File: src/rtl/wb_dcache_mem_bridge.sv
// wb_dcache_mem_bridge
//   Bridges the write-back data cache memory port onto the narrower system
//   data bus. Each line request becomes a burst of BEATS bus beats: writes
//   for evictions, reads for refills (read beats are assembled into a line).
//   A single-cycle ack reports completion; a kill aborts the burst after the
//   in-flight beat and suppresses the ack.
//
// Ports
//   clk_i, rst_ni        clock, asynchronous active-low reset
//   dcache_req_i         line transfer request (sampled only in IDLE)
//   dcache_wr_i          1 = write-back, 0 = refill
//   dcache_addr_i        line address (offset bits within the line ignored)
//   dcache_wdata_i       line to write back
//   dcache_kill_i        abort current transfer
//   mem2dcache_ack_o     one-cycle completion pulse
//   mem2dcache_rdata_o   assembled refill line
//   bus_valid_o/we_o/addr_o/wdata_o   beat request (all register-derived)
//   bus_ready_i          beat accepted; read data valid in the same cycle
//   bus_rdata_i          beat read data
module wb_dcache_mem_bridge #(
    parameter int unsigned LINE_WIDTH = 128,
    parameter int unsigned BUS_WIDTH  = 32,
    parameter int unsigned ADDR_WIDTH = 32
) (
    input  logic                  clk_i,
    input  logic                  rst_ni,
    input  logic                  dcache_req_i,
    input  logic                  dcache_wr_i,
    input  logic [ADDR_WIDTH-1:0] dcache_addr_i,
    input  logic [LINE_WIDTH-1:0] dcache_wdata_i,
    input  logic                  dcache_kill_i,
    output logic                  mem2dcache_ack_o,
    output logic [LINE_WIDTH-1:0] mem2dcache_rdata_o,
    output logic                  bus_valid_o,
    output logic                  bus_we_o,
    output logic [ADDR_WIDTH-1:0] bus_addr_o,
    output logic [BUS_WIDTH-1:0]  bus_wdata_o,
    input  logic                  bus_ready_i,
    input  logic [BUS_WIDTH-1:0]  bus_rdata_i
);

    localparam int unsigned BEATS     = LINE_WIDTH / BUS_WIDTH;
    localparam int unsigned CNT_W     = $clog2(BEATS);
    localparam int unsigned BUS_BYTES = BUS_WIDTH / 8;
    localparam int unsigned BUS_OFF   = $clog2(BUS_BYTES);
    localparam int unsigned LINE_OFF  = $clog2(LINE_WIDTH / 8);
    localparam logic [CNT_W-1:0]      LAST_BEAT = CNT_W'(BEATS - 1);
    localparam logic [ADDR_WIDTH-1:0] LINE_MASK = ADDR_WIDTH'((64'd1 << LINE_OFF) - 64'd1);

    typedef enum logic [1:0] {
        IDLE,
        BEAT,
        DONE
    } state_t;

    state_t                  state;
    state_t                  state_next;
    logic [CNT_W-1:0]        cnt;
    logic                    abort;
    logic                    wr;
    logic [ADDR_WIDTH-1:0]   base;
    logic [LINE_WIDTH-1:0]   line;
    logic [LINE_WIDTH-1:0]   rdata;
    logic                    start;
    logic                    handshake;
    logic                    in_beat;

    always_ff @(posedge clk_i or negedge rst_ni) begin
        if (!rst_ni) begin
            state <= IDLE;
        end else begin
            state <= state_next;
        end
    end

    always_comb begin
        state_next       = state;
        start            = 1'b0;
        handshake        = 1'b0;
        in_beat          = (state == BEAT);
        mem2dcache_ack_o = (state == DONE);
        case (state)
            IDLE: begin
                if (dcache_req_i) begin
                    start      = 1'b1;
                    state_next = BEAT;
                end
            end
            BEAT: begin
                if (bus_ready_i) begin
                    handshake = 1'b1;
                    // A kill seen now or earlier makes this beat the last one.
                    if (abort || dcache_kill_i) begin
                        state_next = IDLE;
                    end else if (cnt == LAST_BEAT) begin
                        state_next = DONE;
                    end
                end
            end
            DONE:    state_next = IDLE;
            default: state_next = IDLE;
        endcase
    end

    // Bus outputs come straight from registers and are forced to zero outside
    // a burst, so they hold steady across backpressure.
    always_comb begin
        bus_valid_o = in_beat;
        bus_we_o    = in_beat & wr;
        bus_addr_o  = '0;
        bus_wdata_o = '0;
        if (in_beat) begin
            bus_addr_o  = base + (ADDR_WIDTH'(cnt) << BUS_OFF);
            bus_wdata_o = line[32'(cnt) * BUS_WIDTH +: BUS_WIDTH];
        end
    end

    always_ff @(posedge clk_i or negedge rst_ni) begin
        if (!rst_ni) begin
            cnt   <= '0;
            abort <= 1'b0;
            wr    <= 1'b0;
            base  <= '0;
            line  <= '0;
            rdata <= '0;
        end else begin
            if (start) begin
                base  <= dcache_addr_i & ~LINE_MASK;
                line  <= dcache_wdata_i;
                wr    <= dcache_wr_i;
                cnt   <= '0;
                abort <= 1'b0;
            end
            if (in_beat && dcache_kill_i) begin
                abort <= 1'b1;
            end
            if (handshake) begin
                if (!wr) begin
                    rdata[32'(cnt) * BUS_WIDTH +: BUS_WIDTH] <= bus_rdata_i;
                end
                cnt <= cnt + 1'b1;
            end
        end
    end

    assign mem2dcache_rdata_o = rdata;

endmodule
File: config.mk
export PLATFORM = sky130hd
export DESIGN_NAME = wb_dcache_mem_bridge
export DESIGN_NICKNAME = d
export VERILOG_FILES = /design/src/rtl/wb_dcache_mem_bridge.sv
export SDC_FILE = /design/constraint.sdc
export NUM_CORES = 1
export LEC_CHECK = 0
export CAP_MARGIN = 20
export CORE_MARGIN = 4
export CORE_UTILIZATION = 48
export CTS_CLUSTER_SIZE = 14
export DETAILED_ROUTE_END_ITERATION = 16
export GPL_ROUTABILITY_DRIVEN = 0
export GPL_TIMING_DRIVEN = 0
export HOLD_SLACK_MARGIN = 0.06
export PLACE_DENSITY = 0.78
export SLEW_MARGIN = 20
export SYNTH_ARGS = -nofsm -noshare
export SYNTH_HDL_FRONTEND = slang
export SYNTH_SLANG_ARGS = --single-unit
export TNS_END_PERCENT = 5
File: constraint.sdc
create_clock -name clk_i -period 3 [get_ports clk_i]
set_input_delay 0.45 -clock clk_i [delete_from_list [all_inputs] [get_ports clk_i]]
set_output_delay 0.45 -clock clk_i [all_outputs]
set_load 0.005 [all_outputs]
==> results.txt, run 1 <==
Cells after Synth -> 1376
CTS Buffer Depth -> 3
Final Max Tran Viols -> 0
Final Cell Area -> 18500 um^2
Startpoint Class -> flip-flop
Post-Syn Area -> 13100 um^2
yosys warns -> 0
IR drop worst, VDD -> 0.502 mV
Setup CP Type -> reg2out
Die Ht -> 173 um
Worst setup EP type -> output port
count leader, synth -> nand2_1
DR vias -> 11500
via density per instance -> 5.29
Cell Count Post-Placement -> 2107
uppermost layer routed -> met5
clock buffer count from CTS -> 29
fin crit share -> 97.2%
CP top delay family -> buffers and inverters
die width -> 173 um
worst path required time -> 2550 ps
Hold Crit Class -> in2async
fin util -> 69.0%
first-pass GRT wire length -> 65900 um
power per cell area -> 1010 nW/um^2
Synth area leaders -> dfrtp_1 (56%), nand2_1 (14%), mux4_2 (5.5%), nand4_1 (4.6%), inv_1 (3.8%)
Clock Skews -> 11.9 ps
grt ovf -> 0
Slew headroom -> 50.6%
FF-to-FF Start -> cnt[1]$_DFFE_PN0P_
Starting Density -> 48.6%
area leader, netlist -> dfrtp_1
residual DRC count -> 0
TritonCTS clock tree -> done
Non-Filler Instances -> 2163
total negative slack -> 0 ps
Final ANT Viol Nets -> 0
worst reg-to-reg setup slack -> 500 ps
Crit-path slowest cell -> mux4_2
synthesis-stage register bit count -> 290
# rows -> 60
Power Total -> 18.7 mW
layout cell share with drive strength beyond 1 -> 9.46%
clk_lat worst skew -> 540 ps
met3 WL -> 3650 um
# Max-Cap Violations -> 0
gr usage total -> 27.5%
met2 routed WL -> 20600 um
Slew @ Worst Pin -> 740 ps
wl on met1 -> 16000 um
Port Buffer Count -> 386
CP cell instances -> buf_8 -> buf_12 -> mux4_2 -> and2_1 -> clkdlybuf4s50_1
synthesized area per cell -> 9.49 um^2
CP max stage delay -> 500 ps
placed inst area -> 17400 um^2
post-synth top area share -> 55.6%
cell leakage power -> 8.60 nW
Worst Path Arrival -> 2470 ps
P&R area growth vs syn -> 41.9%
Final nets -> 2003
wire per inst -> 19.4 um
most frequent cells after synthesis -> nand2_1 (503), dfrtp_1 (290), inv_1 (131)
Core Area -> 26900 um^2
Post-synth top flop -> dfrtp_1
CP Max Fanout -> 10
reg2reg end -> mem2dcache_rdata_o[82]$_DFFE_PN0P_
first drt pass iteration count -> 5
CTS root buf -> clkbuf_16
final hold vios -> 0
initial antenna violation count -> 3
post-synth cell types -> 33
RSZ-0062 raised after global routing -> no
setup ws final -> 82.6 ps
Final HPWL DP -> 31100 um
# H-tree levels -> 1
reg2reg path depth -> 8
endpoints failing setup -> 0
Post-synth EDFFs -> 0
Fmax -> 343 MHz
I/O Pins -> 393
DRT iter0 DRCs -> 1001
Worst Path Buf+Inv -> 3
vias in the first global route -> 12100
pre-CTS setup slack -> 55.5 ps
CTS sink cnt -> 290
Async S/R FF share, synth -> 100%
register area share after synthesis -> 55.6%
hold slack -> 410 ps
die area -> 29900 um^2
Total Routed Length -> 42000 um
Period minus WS final -> 2920 ps
largest net degree at the start of global routing -> 97
Worst-path clk slew -> 60 ps
status -> complete, no violations
-- cell usage in the layout (no fill, tap or decap), drive strengths merged, types with 5 or more instances in the layout --
master	n
mux2i	32
and2	66
clkbuf	72
buf	75
mux4	32
o21ai	99
dfrtp	290
nand2	503
inv	131
clkinv	5
clkdlybuf4s50	385
nand4	96
ha	6
-- power breakdown --
part           total, mW  internal [mW]  switching, mW
Sequential          6.85           5.75           1.10
Combinational       8.02           4.34           3.67
Clock               3.86           2.32           1.53
-- routing by layer --
layer	up-vias	GRT usage [%]
met5	-	0
met2	568	47.5
li1	5255	-
met1	5529	33.2
met4	2	10.4
met3	99	7.06
-- layout make-up --
cell class / count / area (um^2)
Buffer: 102 / 662
Sequential cell: 290 / 7260
Clock buffer: 40 / 857
Clock inverter: 11 / 160
Antenna cell: 3 / 7.51
Timing Repair Buffer: 391 / 3970
Multi-Input combinational cell: 854 / 4700
Fill cell: 2056 / 8340
Tap cell: 341 / 427
Inverter: 131 / 492
-- flip-flops by register name (all words and copies together) (netlist names) --
name / flops
abort: 1
base: 28
cnt: 2
line: 128
mem2dcache_rdata_o: 128
state: 2
wr: 1
-- kinds of logic (layout without fill, tap and decap cells) --
family / after synthesis / after routing / synth area share [%]
muxes: 64 / 64 / 7.97
other: 1 / 5 / 0.0287
DFF: 290 / 290 / 55.6
adders and majority gates: 6 / 6 / 0.575
AOI/OAI and AO/OA: 101 / 101 / 3.93
buffers and inverters: 233 / 675 / 8.45
and+or+nand+nor: 681 / 681 / 23.5
-- worst max path at each step --
stage | startpoint | endpoint | slack (ps) | cells after the start
floorplan | cnt[1]$_DFFE_PN0P_ | mem2dcache_rdata_o[66]$_DFFE_PN0P_ | 790 | 8
global placement | rst_ni | base[4]$_DFFE_PN0P_ | -10910 | 1
detailed placement | cnt[1]$_DFFE_PN0P_ | mem2dcache_rdata_o[94]$_DFFE_PN0P_ | 60 | 8
CTS | cnt[0]$_DFFE_PN0P_ | bus_wdata_o[20] | 30 | 5
global route | cnt[0]$_DFFE_PN0P_ | bus_wdata_o[24] | 10 | 5
finish | cnt[0]$_DFFE_PN0P_ | bus_wdata_o[19] | 80 | 5
-- timing repair --
item,in CTS,in global routing
hold endpoints to repair,47,0
setup endpoints to repair,59,29
resized for setup,19,5
hold buffers,1,0
setup buffers,1,0
Power figures use the tool's default switching activity.
==> inputs of run 2 (changes only) <==
--- a/config.mk
+++ b/config.mk
@@ -12,8 +12,8 @@
 export DETAILED_ROUTE_END_ITERATION = 16
 export GPL_ROUTABILITY_DRIVEN = 0
 export GPL_TIMING_DRIVEN = 0
-export HOLD_SLACK_MARGIN = 0.06
 export PLACE_DENSITY = 0.78
+export SKIP_CTS_REPAIR_TIMING = 1
 export SLEW_MARGIN = 20
 export SYNTH_ARGS = -nofsm -noshare
 export SYNTH_HDL_FRONTEND = slang
==> results.txt, run 2 (synthesized netlist as in run 1, its figures left out) <==
status -> complete, no violations
# Max-Cap Violations -> 0 (unchanged)
fin util -> 69.0% (about the same)
Worst Path Arrival -> 2490 ps (+20 ps)
FF-to-FF Start -> cnt[1]$_DFFE_PN0P_
setup ws final -> 59.4 ps (-23.1 ps)
reg2reg end -> mem2dcache_rdata_o[82]$_DFFE_PN0P_
# H-tree levels -> 1 (unchanged)
power per cell area -> 1010 nW/um^2 (about the same)
gr usage total -> 27.4% (-0.028 points)
I/O Pins -> 393 (unchanged)
Setup CP Type -> reg2out
Worst-path clk slew -> 60 ps (about the same)
Period minus WS final -> 2940 ps (+23.1 ps)
DR vias -> 11500 (+0.052%)
most used cell, CP -> buf_12
CTS root buf -> clkbuf_16
Starting Density -> 48.6% (unchanged)
Total Routed Length -> 41900 um (about the same)
CTS sink cnt -> 290 (unchanged)
clk_lat worst skew -> 540 ps (about the same)
wire per inst -> 19.4 um (-0.13%)
Final HPWL DP -> 31100 um (unchanged)
placed inst area -> 17400 um^2 (unchanged)
commonest non-fill, non-tap cell in the layout -> nand2_1
via density per instance -> 5.30 (about the same)
fin crit share -> 98.0% (+0.77 points)
first drt pass iteration count -> 5 (unchanged)
CP max stage delay -> 510 ps (about the same)
grt ovf -> 0 (unchanged)
CTS Buffer Depth -> 3 (unchanged)
layout cell share with drive strength beyond 1 -> 9.51% (+0.050 points)
vias in the first global route -> 12000 (-0.30%)
IR drop worst, VDD -> 0.502 mV (about the same)
Startpoint Class -> flip-flop
worst path required time -> 2550 ps (about the same)
worst reg-to-reg setup slack -> 490 ps (about the same)
die width -> 173 um (unchanged)
TritonCTS clock tree -> done
Crit-path slowest cell -> mux4_2
first-pass GRT wire length -> 65900 um (-0.12%)
Final nets -> 2004 (+0.050%)
Port Buffer Count -> 386 (unchanged)
Final Max Tran Viols -> 0 (unchanged)
DRT iter0 DRCs -> 970 (-3.1%)
cell leakage power -> 8.60 nW (about the same)
reg2reg path depth -> 8 (unchanged)
Worst setup EP type -> output port
Final Cell Area -> 18500 um^2 (about the same)
Hold Crit Class -> in2async
pre-CTS setup slack -> 55.5 ps (unchanged)
clock buffer count from CTS -> 29 (unchanged)
die area -> 29900 um^2 (unchanged)
Clock Skews -> 13.1 ps (+1.24 ps)
Power Total -> 18.7 mW (about the same)
residual DRC count -> 0 (unchanged)
Slew headroom -> 50.0% (-0.69 points)
most frequent cells in the layout -> nand2_1 (503), clkdlybuf4s50_1 (385), dfrtp_1 (288)
Final ANT Viol Nets -> 0 (unchanged)
CP cell instances -> buf_12 -> buf_12 -> mux4_2 -> and2_1 -> clkdlybuf4s50_1
P&R area growth vs syn -> 42.0% (about the same)
Core Area -> 26900 um^2 (unchanged)
Fmax -> 340 MHz (-0.79%)
largest net degree at the start of global routing -> 97 (unchanged)
endpoints failing setup -> 0 (unchanged)
Die Ht -> 173 um (unchanged)
CP Max Fanout -> 10 (unchanged)
initial antenna violation count -> 3 (unchanged)
final hold vios -> 0 (unchanged)
Slew @ Worst Pin -> 751 ps (+10.3 ps)
# rows -> 60 (unchanged)
[run 2: layout make-up]
| type | instances | area (um^2) |
|---|---|---|
| fill | 2056 | 8330 |
| sequential | 290 | 7260 |
| multi-input combinational | 854 | 4700 |
| timing repair buffer | 392 | 3980 |
| clock buffer | 40 | 857 |
| buffer | 102 | 667 |
| inverter | 131 | 492 |
| tap | 341 | 427 |
| clock inverter | 11 | 160 |
| antenna | 3 | 7.51 |
[run 2: metrics by stage]
step / instances / setup TNS, ps / hold WS [ps]
6_report: 2164 / 0 / 409
3_5_place_dp: 2107 / 0 / 380
5_1_grt: 2163 / -14.3 / 429
4_1_cts: 2158 / -11930 / -193
3_3_place_gp: 2104 / -3156120 / 443
2_1_floorplan: 1377 / 0 / 154
[run 2: worst max path at each step]
stage	endpoint	cells past startpoint	startpoint	slack, ps
after global placement	base[4]$_DFFE_PN0P_	1	rst_ni	-10910
after floorplan	mem2dcache_rdata_o[66]$_DFFE_PN0P_	8	cnt[1]$_DFFE_PN0P_	790
final	bus_wdata_o[19]	5	cnt[0]$_DFFE_PN0P_	60
after detailed placement	mem2dcache_rdata_o[94]$_DFFE_PN0P_	8	cnt[1]$_DFFE_PN0P_	60
after global routing	bus_wdata_o[19]	5	state[0]$_DFFE_PN0P_	-9
after CTS	bus_wdata_o[29]	5	cnt[1]$_DFFE_PN0P_	-370
[run 2: critical path: cells and delay by family (launching register included)]
family | cells | cell delay, ps
buf+inv | 3 | 810
flops | 1 | 420
mux | 1 | 510
simple gates | 1 | 200
[run 2: power by group]
group,total [mW],switching (mW),internal (mW)
Clock,3.86,1.53,2.32
Sequential,6.85,1.10,5.75
Combinational,8.02,3.66,4.36
[run 2: routing by layer]
layer  track usage, %  share of wire [%]  vias up
li1                 -                  -     5261
met1             33.3                 38     5532
met2             47.2                 49      561
met3             6.95                9.2      103
met5                0              0.029        -
met4             10.8                4.0        2
